$ cat config.mk
export PLATFORM = sky130hd
export DESIGN_NAME = regfile_wr_arbiter_flat
export DESIGN_NICKNAME = d
export VERILOG_FILES = /design/src/rtl/regfile_wr_arbiter_if.sv /design/src/rtl/regfile_wr_arbiter.sv /design/src/flat_wrapper.sv
export SDC_FILE = /design/constraint.sdc
export NUM_CORES = 1
export LEC_CHECK = 0
export BUFFER_PORTS_ARGS = -buffer_cell sky130_fd_sc_hd__buf_2
export CAP_MARGIN = 20
export CORE_UTILIZATION = 52
export CTS_CLUSTER_DIAMETER = 100
export DETAILED_ROUTE_END_ITERATION = 12
export GPL_ROUTABILITY_DRIVEN = 0
export PLACE_DENSITY = 0.8
export SLEW_MARGIN = 20
export SYNTH_ARGS = -nofsm -noshare
export SYNTH_HDL_FRONTEND = slang
export SYNTH_SLANG_ARGS = --single-unit
$ cat constraint.sdc
create_clock -name clk -period 2.6 [get_ports clk]
set_input_delay 0.26 -clock clk [delete_from_list [all_inputs] [get_ports clk]]
set_output_delay 0.26 -clock clk [all_outputs]
set_load 0.01 [all_outputs]
$ cat src/rtl/regfile_wr_arbiter_if.sv
`default_nettype none
// ============================================================================
// Module      : regfile_wr_arbiter_if
// Description : Writeback request, regfile write and hazard-probe bundle.
// Revision    : 1.0 - initial release
// ============================================================================
interface regfile_wr_arbiter_if #(
  parameter int DW = 32,
  parameter int AW = 5
);
  logic          a_valid;
  logic          a_ready;
  logic [AW-1:0] a_addr;
  logic [DW-1:0] a_data;
  logic          b_valid;
  logic          b_ready;
  logic [AW-1:0] b_addr;
  logic [DW-1:0] b_data;
  logic          we3;
  logic [AW-1:0] wa3;
  logic [DW-1:0] wd3;
  logic [AW-1:0] chk_addr;
  logic          chk_hit;

  modport master (
    output a_valid, a_addr, a_data,
    output b_valid, b_addr, b_data,
    output chk_addr,
    input  a_ready, b_ready,
    input  we3, wa3, wd3,
    input  chk_hit
  );

  modport slave (
    input  a_valid, a_addr, a_data,
    input  b_valid, b_addr, b_data,
    input  chk_addr,
    output a_ready, b_ready,
    output we3, wa3, wd3,
    output chk_hit
  );
endinterface
`default_nettype wire

$ cat src/rtl/regfile_wr_arbiter.sv
`default_nettype none
// ============================================================================
// Module      : regfile_wr_arbiter
// Description : Round-robin sharing of the regfile write port between the ALU
//               (A) and load unit (B), each behind a 1-entry holding slot.
// Revision    : 1.0 - initial release
// ============================================================================
module regfile_wr_arbiter #(
  parameter int DW        = 32,
  parameter int AW        = 5,
  parameter int ZERO_DROP = 1
) (
  input  wire logic            clk,
  input  wire logic            reset,
  regfile_wr_arbiter_if.slave  bus
);

  localparam logic [0:0] C_GRANT_A = 1'b0;
  localparam logic [0:0] C_GRANT_B = 1'b1;
  localparam logic       C_ZDROP   = (ZERO_DROP != 0);

  logic          a_full_q, a_full_d;
  logic [AW-1:0] a_addr_q, a_addr_d;
  logic [DW-1:0] a_data_q, a_data_d;
  logic          b_full_q, b_full_d;
  logic [AW-1:0] b_addr_q, b_addr_d;
  logic [DW-1:0] b_data_q, b_data_d;
  logic [0:0]    last_grant_q, last_grant_d;
  logic          we3_q, we3_d;
  logic [AW-1:0] wa3_q, wa3_d;
  logic [DW-1:0] wd3_q, wd3_d;

  logic a_zero, b_zero;
  logic a_elig, b_elig;
  logic a_drop, b_drop;
  logic grant_a, grant_b;
  logic a_acc, b_acc;
  logic chk_en;

  // Address-0 slots are retired without ever competing for the port.
  assign a_zero  = C_ZDROP && (a_addr_q == '0);
  assign b_zero  = C_ZDROP && (b_addr_q == '0);
  assign a_elig  = a_full_q & ~a_zero;
  assign b_elig  = b_full_q & ~b_zero;
  assign a_drop  = a_full_q &  a_zero;
  assign b_drop  = b_full_q &  b_zero;

  assign grant_a = a_elig & (~b_elig | (last_grant_q == C_GRANT_B));
  assign grant_b = b_elig & ~grant_a;

  assign bus.a_ready = ~a_full_q | grant_a;
  assign bus.b_ready = ~b_full_q | grant_b;
  assign a_acc       = bus.a_valid & bus.a_ready;
  assign b_acc       = bus.b_valid & bus.b_ready;

  always_comb begin
    a_full_d = a_full_q;
    a_addr_d = a_addr_q;
    a_data_d = a_data_q;
    if (grant_a || a_drop) begin
      a_full_d = 1'b0;
    end
    if (a_acc) begin
      a_full_d = 1'b1;
      a_addr_d = bus.a_addr;
      a_data_d = bus.a_data;
    end
  end

  always_comb begin
    b_full_d = b_full_q;
    b_addr_d = b_addr_q;
    b_data_d = b_data_q;
    if (grant_b || b_drop) begin
      b_full_d = 1'b0;
    end
    if (b_acc) begin
      b_full_d = 1'b1;
      b_addr_d = bus.b_addr;
      b_data_d = bus.b_data;
    end
  end

  // Write port holds its last address/data between grants.
  always_comb begin
    we3_d        = grant_a | grant_b;
    wa3_d        = wa3_q;
    wd3_d        = wd3_q;
    last_grant_d = last_grant_q;
    if (grant_a) begin
      wa3_d        = a_addr_q;
      wd3_d        = a_data_q;
      last_grant_d = C_GRANT_A;
    end else if (grant_b) begin
      wa3_d        = b_addr_q;
      wd3_d        = b_data_q;
      last_grant_d = C_GRANT_B;
    end
  end

  always_ff @(posedge clk) begin
    if (reset) begin
      a_full_q     <= 1'b0;
      a_addr_q     <= '0;
      a_data_q     <= '0;
      b_full_q     <= 1'b0;
      b_addr_q     <= '0;
      b_data_q     <= '0;
      last_grant_q <= C_GRANT_B;
      we3_q        <= 1'b0;
      wa3_q        <= '0;
      wd3_q        <= '0;
    end else begin
      a_full_q     <= a_full_d;
      a_addr_q     <= a_addr_d;
      a_data_q     <= a_data_d;
      b_full_q     <= b_full_d;
      b_addr_q     <= b_addr_d;
      b_data_q     <= b_data_d;
      last_grant_q <= last_grant_d;
      we3_q        <= we3_d;
      wa3_q        <= wa3_d;
      wd3_q        <= wd3_d;
    end
  end

  assign bus.we3 = we3_q;
  assign bus.wa3 = wa3_q;
  assign bus.wd3 = wd3_q;

  // x0 is never a hazard when its writes are discarded.
  assign chk_en      = (bus.chk_addr != '0) || !C_ZDROP;
  assign bus.chk_hit = chk_en &
                       ((a_full_q && (a_addr_q == bus.chk_addr)) ||
                        (b_full_q && (b_addr_q == bus.chk_addr)) ||
                        (we3_q    && (wa3_q    == bus.chk_addr)));

endmodule
`default_nettype wire

$ cat src/flat_wrapper.sv
// flat-port wrapper written by rule: the top's interface ports become plain ports
module regfile_wr_arbiter_flat 
#(
  parameter int DW        = 32,
  parameter int AW        = 5,
  parameter int ZERO_DROP = 1
)
  (clk, reset, bus_a_valid, bus_a_addr, bus_a_data, bus_b_valid, bus_b_addr, bus_b_data, bus_chk_addr, bus_a_ready, bus_b_ready, bus_we3, bus_wa3, bus_wd3, bus_chk_hit);
  regfile_wr_arbiter_if #(.DW(DW), .AW(AW)) bus_i ();
  input  wire logic clk;
  input  wire logic reset;
  input wire logic [$bits(bus_i.a_valid)-1:0] bus_a_valid;
  input wire logic [$bits(bus_i.a_addr)-1:0] bus_a_addr;
  input wire logic [$bits(bus_i.a_data)-1:0] bus_a_data;
  input wire logic [$bits(bus_i.b_valid)-1:0] bus_b_valid;
  input wire logic [$bits(bus_i.b_addr)-1:0] bus_b_addr;
  input wire logic [$bits(bus_i.b_data)-1:0] bus_b_data;
  input wire logic [$bits(bus_i.chk_addr)-1:0] bus_chk_addr;
  output wire logic [$bits(bus_i.a_ready)-1:0] bus_a_ready;
  output wire logic [$bits(bus_i.b_ready)-1:0] bus_b_ready;
  output wire logic [$bits(bus_i.we3)-1:0] bus_we3;
  output wire logic [$bits(bus_i.wa3)-1:0] bus_wa3;
  output wire logic [$bits(bus_i.wd3)-1:0] bus_wd3;
  output wire logic [$bits(bus_i.chk_hit)-1:0] bus_chk_hit;
  assign bus_i.a_valid = bus_a_valid;
  assign bus_i.a_addr = bus_a_addr;
  assign bus_i.a_data = bus_a_data;
  assign bus_i.b_valid = bus_b_valid;
  assign bus_i.b_addr = bus_b_addr;
  assign bus_i.b_data = bus_b_data;
  assign bus_i.chk_addr = bus_chk_addr;
  assign bus_a_ready = bus_i.a_ready;
  assign bus_b_ready = bus_i.b_ready;
  assign bus_we3 = bus_i.we3;
  assign bus_wa3 = bus_i.wa3;
  assign bus_wd3 = bus_i.wd3;
  assign bus_chk_hit = bus_i.chk_hit;
  regfile_wr_arbiter #(.DW(DW), .AW(AW), .ZERO_DROP(ZERO_DROP)) u_core (.clk(clk), .reset(reset), .bus(bus_i));
endmodule
# ---- Word level (Yosys, flattened, before mapping)
# Cells that the tools add are included.
dict set report totals {
  ff_bits 115
  inputBits 83
  output_inout_bits 41
  word_cells 55
}
dict set report classes {
  eq_ne 3
  n_mux 10
  n_bitwise 19
  reduce_logical 13
}
# operator count
set ops {}
lappend ops {{two-way mux 32 bit} 2}
lappend ops {{equality test 5 bit} 3}
lappend ops {{logical NOT 5 bit} 2}
lappend ops {{two-way mux 5 bit} 2}
lappend ops {{AND 1 bit} 9}
lappend ops {{two-way mux 1 bit} 6}
lappend ops {{NOT 1 bit} 6}
lappend ops {{nonzero test 2 bit} 3}
lappend ops {{nonzero test 5 bit} 1}
lappend ops {{logical OR 1 bit} 4}
lappend ops {{bitwise OR 1 bit} 4}
lappend ops {{logical AND 1 bit} 3}

# ---- Longest topological paths before layout
dict set report depth {
  word_depth 11
  mapped_depth 7
}

# ---- Worst setup path before layout
# No wires, ideal clock.
dict set report synth_path {
  path_type {register -> register}
  startpoint {register u_core.a_addr_q[4]}
  endpoint {register u_core.a_full_q}
  setup_ps 128
  t_arrival_ps 1804
  slack_ps 668
  path_stages_with_launch 8
  n_path_buf 2
  synth_period_minus_slack_ps 1932
  cell_sequence {dfxtp_1 or4_4 or3b_4 o211a_2 buf_6 buf_6 a21oi_2 nor2_1}
}
dict set report synth_via {
  elab_chain_len 7
  elab_cells_between_ends 10
}
# element line
set synth_rtl {}
lappend synth_rtl {{from (decl)} regfile_wr_arbiter.sv:23} ;# logic [AW-1:0] a_addr_q, a_addr_d;
lappend synth_rtl {{from (signal assigned)} regfile_wr_arbiter.sv:115} ;# a_addr_q <= a_addr_d;
lappend synth_rtl {{logical NOT 5 bit (*)} regfile_wr_arbiter.sv:41} ;# assign a_zero = C_ZDROP && (a_addr_q == '0);
lappend synth_rtl {{NOT 1 bit} regfile_wr_arbiter.sv:43} ;# assign a_elig = a_full_q & ~a_zero;
lappend synth_rtl {{AND 1 bit} regfile_wr_arbiter.sv:43}
lappend synth_rtl {{AND 1 bit} regfile_wr_arbiter.sv:48} ;# assign grant_a = a_elig & (~b_elig | (last_grant_q == C_GRANT_B));
lappend synth_rtl {{bitwise OR 1 bit} regfile_wr_arbiter.sv:51} ;# assign bus.a_ready = ~a_full_q | grant_a;
lappend synth_rtl {{AND 1 bit} regfile_wr_arbiter.sv:53} ;# assign a_acc = bus.a_valid & bus.a_ready;
lappend synth_rtl {{two-way mux 1 bit or nonzero test 2 bit (tied branches)} --}
lappend synth_rtl {{to (signal assigned)} regfile_wr_arbiter.sv:114} ;# a_full_q <= a_full_d;
lappend synth_rtl {{to (decl)} regfile_wr_arbiter.sv:22} ;# logic a_full_q, a_full_d;
# Mark *: on every way between the ends. The rest lies on a longest branch, timed or not.
# A chain may end at the register's enable or synchronous reset.

# ---- Worst setup path in the final report
dict set report layout_path {
  startpoint {register u_core.a_addr_q[4]}
  endpoint {output port bus_b_ready}
}
dict set report layout_via {
  elab_chain_len 7
}
# element line
set layout_rtl {}
lappend layout_rtl {{logical NOT 5 bit} regfile_wr_arbiter.sv:41}
lappend layout_rtl {{NOT 1 bit} regfile_wr_arbiter.sv:43}
lappend layout_rtl {{AND 1 bit} regfile_wr_arbiter.sv:43}
lappend layout_rtl {{AND 1 bit} regfile_wr_arbiter.sv:48}
lappend layout_rtl {{NOT 1 bit} regfile_wr_arbiter.sv:49} ;# assign grant_b = b_elig & ~grant_a;
lappend layout_rtl {{AND 1 bit} regfile_wr_arbiter.sv:49}
lappend layout_rtl {{bitwise OR 1 bit} regfile_wr_arbiter.sv:52} ;# assign bus.b_ready = ~b_full_q | grant_b;
lappend layout_rtl {{to (decl)} flat_wrapper.sv:20} ;# output wire logic [$bits(bus_i.b_ready)-1:0] bus_b_ready;
# Every way passes these cells.

==> results.toml <==
[status]
status = "complete, no violations"

[cells_and_area]
final_net_count = 799
regArea_um2 = 2300
final_cell_mix = "150 x nand2_1, 122 x buf_2, 115 x dfxtp_1"
drive_above_1_share_pct = 23.3
final_cells = 834
final_common_cell = "nand2_1"
multi_input_area_um2 = 1900
fill_cells = 560
synthToLayoutAreaGrowth_pct = 43.0
diodes = 0

[setup_path]
cp-startpoint = "u_core.a_addr_q[4]"
path_max_fanout = 4
critical-path-max-stage-delay_ps = 580
rr_startpoint = "u_core.b_addr_q[4]"
critical-path-slowest-cell = "or4_4"
path_cells = "or4_4 > o21a_1 > and2_1 > o21ai_1 > buf_2"
cp.arrival_ps = 2260
cp-end-kind = "output pin"
crit_required_ps = 2340
crit_path_start_kind = "register"
crit_type = "register to output pin"

[floorplanning]
dieArea_um2 = 8850
chipWidth_um = 94.1
rows = 33
fp.dieH_um = 94.1
core_um2 = 8220
initial_core_util_pct = 53.7
io_pins = 124

[clock_tree]
insertion_delay_ps = 510
cts_tree = "done"
cts_max_level = 4
cts_inserted_buffers = 17
cts_buffer_depth = 2
cts-root-buf = "clkbuf_8"
cts_sinks = 115
postCtsSetupBuffers = 0
clkTransAtPathRegs_ps = 60

[global_routing]
grt_usage_pct = 30.2
grt_pass1_vias = 4348
overflow = 0
grt_pass1_wl_um = 20200
grt_antenna_before_repair = 0
grt_max_degree = 62

[logic_synthesis]
avgSynthCellArea_um2 = 8.18
yosys.cell_types.count = 34
syn_inst = 539
ys_warn_count = 0
synth_area_um2 = 4410
synthXorXnorAreaFrac_pct = 2.98
synthMuxAreaShare_pct = 0
synth_ff_type = "dfxtp_1"
syn_nets = 622
synth_seq_cells = 115
synth-compound-area-share_pct = 17.0
synth_top_family_by_area = "simple AND/OR/NAND/NOR gates"
synth_simple_gate_area_share_pct = 22.5
synthAdderAreaFrac_pct = 0
synthArstFlopShare_pct = 0
synth_edf_count = 0
ys_seq_area_share_pct = 52.2

[detailed_routing]
via_per_inst = 5.44
drt-wirelength-per-cell_um = 15.2
ant_nets = 0
drcViolationCount = 0
first_pass_iters = 5
routed_wl_um = 12600
drt_iter0_markers = 259
vias = 4537

[sta]
finalHoldViolations = 0
rsz0062_at_grt = "no"
post-route-min-period_ps = 2520
fin_crit_sh_pct = 96.8
worstMarginPinSlew_ps = 1050
fmax_mhz = 397
worst_hold_slack_ps = 1.16
setup_tns_ps = 0
skew_ps = 6.33
max_slew_margin_pct = 29.6
setup_viol = 0
slew_viol_final = 0

[worst_hold_path]
hold_path_class = "input pin to register"
hp-start = "bus_a_data[21]"

[pwr]
vdd_drop_max_v = 0.000656
power_per_cell_area_nw_per_um2 = 814
leakage_uw = 0.00271

[flow_run]
maxCapViolations = 0

[placed_design]
dp.final_hpwl_um = 7180
numPortBuffers = 123
place_inst = 735
[cell type report]
class / count / area share [%]
Tap cell: 105 / 2.08
Timing Repair Buffer: 197 / 21.7
Clock buffer: 19 / 6.69
Clock inverter: 13 / 2.90
Inverter: 1 / 0.0595
Sequential cell: 115 / 36.5
Multi-Input combinational cell: 384 / 30.1
[registers in the layout, summed over array words and instances (netlist names)]
register / flops
u_core.bus.we3: 1
u_core.bus.wd3: 32
u_core.bus.wa3: 5
u_core.last_grant_q: 1
u_core.a_addr_q: 5
u_core.a_full_q: 1
u_core.a_data_q: 32
u_core.b_data_q: 32
u_core.b_addr_q: 5
u_core.b_full_q: 1
[layer usage]
layer  wire (um)  GRT usage [%]
met1        5090           34.5
met2        6380           51.2
met3         787           7.77
met4         378           16.4
met5           0              0
[through the flow]
stage | worst slack [ps] | instance area, um^2 | power [uW] | utilization [%]
global route | 29.9 | 6310 | 5340 | 76.8
finish | 83.6 | 6310 | 5130 | 76.8
global placement | 350 | 5030 | 2680 | 61.2
detailed placement | 268 | 5030 | 2700 | 61.2
CTS | 27.0 | 6310 | 5140 | 76.8
floorplan | 668 | 4410 | 2470 | -
[Yosys cell counts, types with 2 or more instances]
library cell  count  area share [%]
nand2_1         150              13
dfxtp_1         115              52
a21oi_1          77             8.7
nor2_1           41             3.5
nor3_1           37             4.2
o22ai_1          37             5.2
clkbuf_1         18             1.5
xor2_1           12             2.4
buf_4             8             1.4
buf_2             7            0.79
buf_6             6             1.5
nor4_1            3            0.43
xnor2_1           3            0.60
o21a_1            2            0.34
o21ai_0           2            0.23
o21ai_2           2            0.40
or4_4             2            0.51
[final timing paths]
path,slack [ps],cells past startpoint,end
setup / recovery,80,5,bus_b_ready
hold / removal,1,3,u_core.a_data_q[21]
setup reg to reg,220,5,u_core.a_data_q[17]
hold reg to reg,460,2,u_core.b_data_q[12]
[power breakdown]
part | switching [uW] | leakage [uW] | internal, uW | total (uW)
clock network | 813 | 0.000285 | 1550 | 2370
logic | 409 | 0.00148 | 341 | 750
registers | 99.1 | 0.000947 | 1920 | 2010
[repair_timing]
action                                 4_1_cts  5_1_grt
gates resized for setup                      0        1
endpoints found under the hold margin       67        0
hold buffers                                67        0
setup endpoints to repair                    0        1
[cell families after synthesis]
logic type	after synthesis
compound gates	129
simple gates	240
xor+xnor	15
buf+inv	40
flops	115
[critical path, delay by kind of cell (launching register included)]
kind | cells | cell delay [ps]
AOI/OAI and AO/OA | 2 | 440
buffers and inverters | 1 | 170
DFF | 1 | 360
and+or+nand+nor | 2 | 780
Note: power is estimated with default switching activity, not from simulation.
